File: config.mk
export PLATFORM = sky130hd
export DESIGN_NAME = serial_rx_reg_16bits
export DESIGN_NICKNAME = d
export VERILOG_FILES = /design/src/rtl/serial_rx_reg_16bits_pkg.sv /design/src/rtl/serial_rx_reg_16bits.sv
export SDC_FILE = /design/constraint.sdc
export NUM_CORES = 1
export LEC_CHECK = 0
export CORE_MARGIN = 4
export CORE_UTILIZATION = 35
export CTS_BUF_LIST = sky130_fd_sc_hd__clkbuf_2 sky130_fd_sc_hd__clkbuf_4 sky130_fd_sc_hd__clkbuf_8
export DETAILED_ROUTE_END_ITERATION = 10
export PLACE_DENSITY = 0.56
export SLEW_MARGIN = 20
export SYNTH_ARGS = -nofsm -noshare
export SYNTH_HDL_FRONTEND = slang
export SYNTH_SLANG_ARGS = --single-unit
File: constraint.sdc
create_clock -name clock -period 2.1 [get_ports clock]
set_input_delay 0.21 -clock clock [delete_from_list [all_inputs] [get_ports clock]]
set_output_delay 0.21 -clock clock [all_outputs]
set_load 0.05 [all_outputs]
File: src/rtl/serial_rx_reg_16bits_pkg.sv
// Shared constants for the serial receiver: default word width and FSM state encoding.
package serial_rx_reg_16bits_pkg;

  localparam int   WIDTH_DEF = 16;
  localparam logic ST_IDLE   = 1'b0;
  localparam logic ST_RECV   = 1'b1;

  typedef enum logic {
    IDLE = ST_IDLE,
    RECV = ST_RECV
  } state_t;

endpackage

File: src/rtl/serial_rx_reg_16bits.sv
// Serial-to-parallel receiver: collects WIDTH bits MSB first into a single-entry valid/ready slot.
// Word is visible the cycle after its last bit; a word completing into a busy slot is dropped and flags overrun.
import serial_rx_reg_16bits_pkg::*;

module serial_rx_reg_16bits #(
  parameter int WIDTH = WIDTH_DEF
) (
  input  logic             clock,
  input  logic             reset_n,
  input  logic             shift_in,
  input  logic             bit_valid,
  input  logic             frame_start,
  output logic [WIDTH-1:0] data_out,
  output logic             out_valid,
  input  logic             out_ready,
  output logic             overrun,
  input  logic             clear_overrun
);

  localparam int             CW   = $clog2(WIDTH);
  localparam logic [CW-1:0]  LAST = CW'(WIDTH - 1);

  state_t           state;
  state_t           state_nxt;
  logic [WIDTH-1:0] shreg;
  logic [CW-1:0]    count;
  logic [WIDTH-1:0] word;
  logic             start;
  logic             advance;
  logic             complete;
  logic             slot_free;

  always_comb begin
    state_nxt = state;
    word      = {shreg[WIDTH-2:0], shift_in};
    // A frame_start restarts from any state and outranks completion.
    start     = bit_valid && frame_start;
    advance   = (state == RECV) && bit_valid && !frame_start;
    complete  = advance && (count == LAST);
    slot_free = !out_valid || out_ready;
    if (start)
      state_nxt = RECV;
    else if (complete)
      state_nxt = IDLE;
  end

  always_ff @(posedge clock) begin
    if (!reset_n)
      state <= IDLE;
    else
      state <= state_nxt;
  end

  always_ff @(posedge clock) begin
    if (!reset_n)
      shreg <= '0;
    else if (start)
      shreg <= {{(WIDTH-1){1'b0}}, shift_in};
    else if (advance)
      shreg <= word;
  end

  always_ff @(posedge clock) begin
    if (!reset_n)
      count <= '0;
    else if (start)
      count <= CW'(1);
    else if (complete)
      count <= '0;
    else if (advance)
      count <= count + CW'(1);
  end

  always_ff @(posedge clock) begin
    if (!reset_n) begin
      data_out  <= '0;
      out_valid <= 1'b0;
    end else if (complete && slot_free) begin
      data_out  <= word;
      out_valid <= 1'b1;
    end else if (out_valid && out_ready) begin
      out_valid <= 1'b0;
    end
  end

  // A drop in the same cycle as clear_overrun leaves the flag set.
  always_ff @(posedge clock) begin
    if (!reset_n)
      overrun <= 1'b0;
    else if (complete && !slot_free)
      overrun <= 1'b1;
    else if (clear_overrun)
      overrun <= 1'b0;
  end

endmodule

==> results.yml <==
run_status:
  status: "finished clean"
timing:
  slew_headroom_pct: 63.0
  finalSetupTns_ns: 0
  finClkSkew_ns: 0.00898
  drv_slew: 0
  period_share_pct: 78.5
  finalHoldViolCount: 0
  period_needed_ns: 1.65
  tightest_slew_ns: 0.554
  finalSetupViolations: 0
  rsz0062_at_grt: "no"
  max_freq_mhz: 606
setup_path:
  slowest_delay_ns: 0.81
  critPathKind: "register to primary output"
  worstPathArrival_ns: 1.44
  path_delay_family: "buffers and inverters"
  cp.required_ns: 1.89
  worstRegToRegCells: 5
  cp_slowest_cell: "clkdlybuf4s50_1"
  cp.depth: 1
  crit_chain: "clkdlybuf4s50_1"
  cp_num_buf_inv: 1
  startpoint_type: "register"
  crit_path_end_kind: "primary output"
  critPathMaxFanout: 2
clocking:
  htreeDepth: 2
  cts_hold_buf: 0
  cts_resized: 0
  cts_setup_buffers: 0
  cts.sinks: 38
  clk_pin_slew_ns: 0.07
  clockBufferDepth: 2
  insertion_delay_ns: 0.29
  cts_root_buf: "clkbuf_8"
  cts_tree: "done"
  cts_inserted_buffers: 5
pwr:
  irDropWorstVdd_mv: 0.324
  power_density_nw_per_um2: 726
  p_leak_uw: 0.000627
floorplanning:
  die_y_um: 73.3
  core_um2: 4060
  die_w_um: 73.3
  pin_count: 25
  num_rows: 23
  dieArea_um2: 5370
  start_util_pct: 36.7
drt:
  drc_errors: 0
  wl_per_cell_um: 11.9
  firstDrtPassIters: 4
  vias_per_cell: 4.59
  wirelength_um: 2970
  drtAntennaViolNets: 0
  drt_iter0_markers: 59
  vias: 1143
synthesis:
  async_reset_ff_share_pct: 0
  synth_edf_count: 0
  yosysTopAreaCell: "dfxtp_1"
  synth_seq_cells: 38
  synth.most_common_cell: "nand2_1"
  synth_top_area_share_pct: 51.0
  synth_flop_cell: "dfxtp_1"
  syn_area_um2: 1490
  ys_seq_area_share_pct: 51.0
  synth_cell_type_count: 24
  syn_area_per_cell_um2: 8.66
  synth_fp_nets: 180
  synth.area.top_cells: "dfxtp_1, nand2_1, mux2i_1"
  synthCells: 172
  synth_commonest_cells: "nand2_1, dfxtp_1, a21oi_1"
  yosysWarningCount: 0
global_route:
  grt_max_degree: 27
  grt_pass1_wl_um: 5200
  grt_pass1_vias: 1151
  antenna_found_initial: 0
  overflow: 0
  grt_usage_pct: 12.6
final_layout:
  antenna_cells: 0
  drive_above_1_share_pct: 8.04
  nets: 206
  fillers: 383
  stdcell_count: 249
  syn2layout_area_growth_pct: 26.5
worst_hold_path:
  min_path_cells: 2
  hold_path_class: "register to register"
job:
  cap_violations: 0
placement:
  dp.cells: 241
  numPortBuffers: 24
  gp_congestion: 0.724
  place_hpwl_um: 2040
## through the flow
step	setup slack [ns]	power, uW	util, %	cell area [um^2]	hold slack, ns
after floorplan	0.569	776	-	1490	0.352
after global placement	0.352	796	43.8	1780	0.442
after detailed placement	0.277	798	43.8	1780	0.445
after CTS	0.436	1380	46.5	1890	0.460
after global routing	0.346	1420	46.5	1890	0.480
final	0.451	1370	46.5	1890	0.455
## worst paths after layout
check,slack (ns),to,startpoint
max,0.45,data_out[6],data_out[6]
min,0.46,data_out[11],data_out[11]
max reg2reg,0.52,data_out[8],count[1]
min reg2reg,0.46,data_out[11],data_out[11]
## power by group
part | total (uW) | internal, uW | switching, uW
combinational | 50.5 | 19.2 | 31.3
clock | 588 | 332 | 256
sequential | 729 | 724 | 5.08
total | 1370 | 1080 | 293
## registers in the layout, indices dropped and copies added (netlist names)
name / cells
out_valid: 1
shreg: 15
state: 1
overrun: 1
count: 4
data_out: 16
## layout by cell type, fill, tap and decap left out
cell             instances
ha_1                     1
a21o_1                   1
nand2_1                 66
mux2i_1                 17
inv_1                    3
a31oi_1                  1
or3b_2                   1
nor3b_1                  1
a21oi_1                 19
o31ai_1                  1
nand3b_4                 1
nand3_1                  3
nor3_4                   1
and3b_1                  1
a31o_2                   1
nor2_1                   2
dfxtp_1                 38
o21ai_0                  2
nor2b_1                  1
clkbuf_8                 8
o21a_1                   1
buf_4                    4
clkdlybuf4s50_1         24
or4_1                    1
## cell families (layout without fill, tap and decap cells)
| family | Yosys count | count (layout) | synth area share (%) |
|---|---|---|---|
| flops | 38 | 38 | 51.0 |
| mux | 17 | 17 | 11.4 |
| buf+inv | 12 | 39 | 3.95 |
| fa+ha+maj | 1 | 1 | 0.839 |
| compound gates | 26 | 26 | 9.57 |
| simple gates | 78 | 78 | 23.2 |
## metal layers
metal  wire (um)  track usage, %
met5           0               0
met4          63            6.76
met3         141            4.38
met2        1320            19.9
met1        1440            15.0
## layout make-up
cell class / count / area (um^2) / share of cell area, %
flip-flops and latches: 38 / 761 / 40.3
repair buffers: 28 / 270 / 14.3
well taps: 50 / 62.6 / 3.32
multi-input cells: 122 / 671 / 35.6
clock buffers: 8 / 110 / 5.84
inverters: 3 / 11.3 / 0.597
Note: power is estimated with default switching activity, not from simulation.
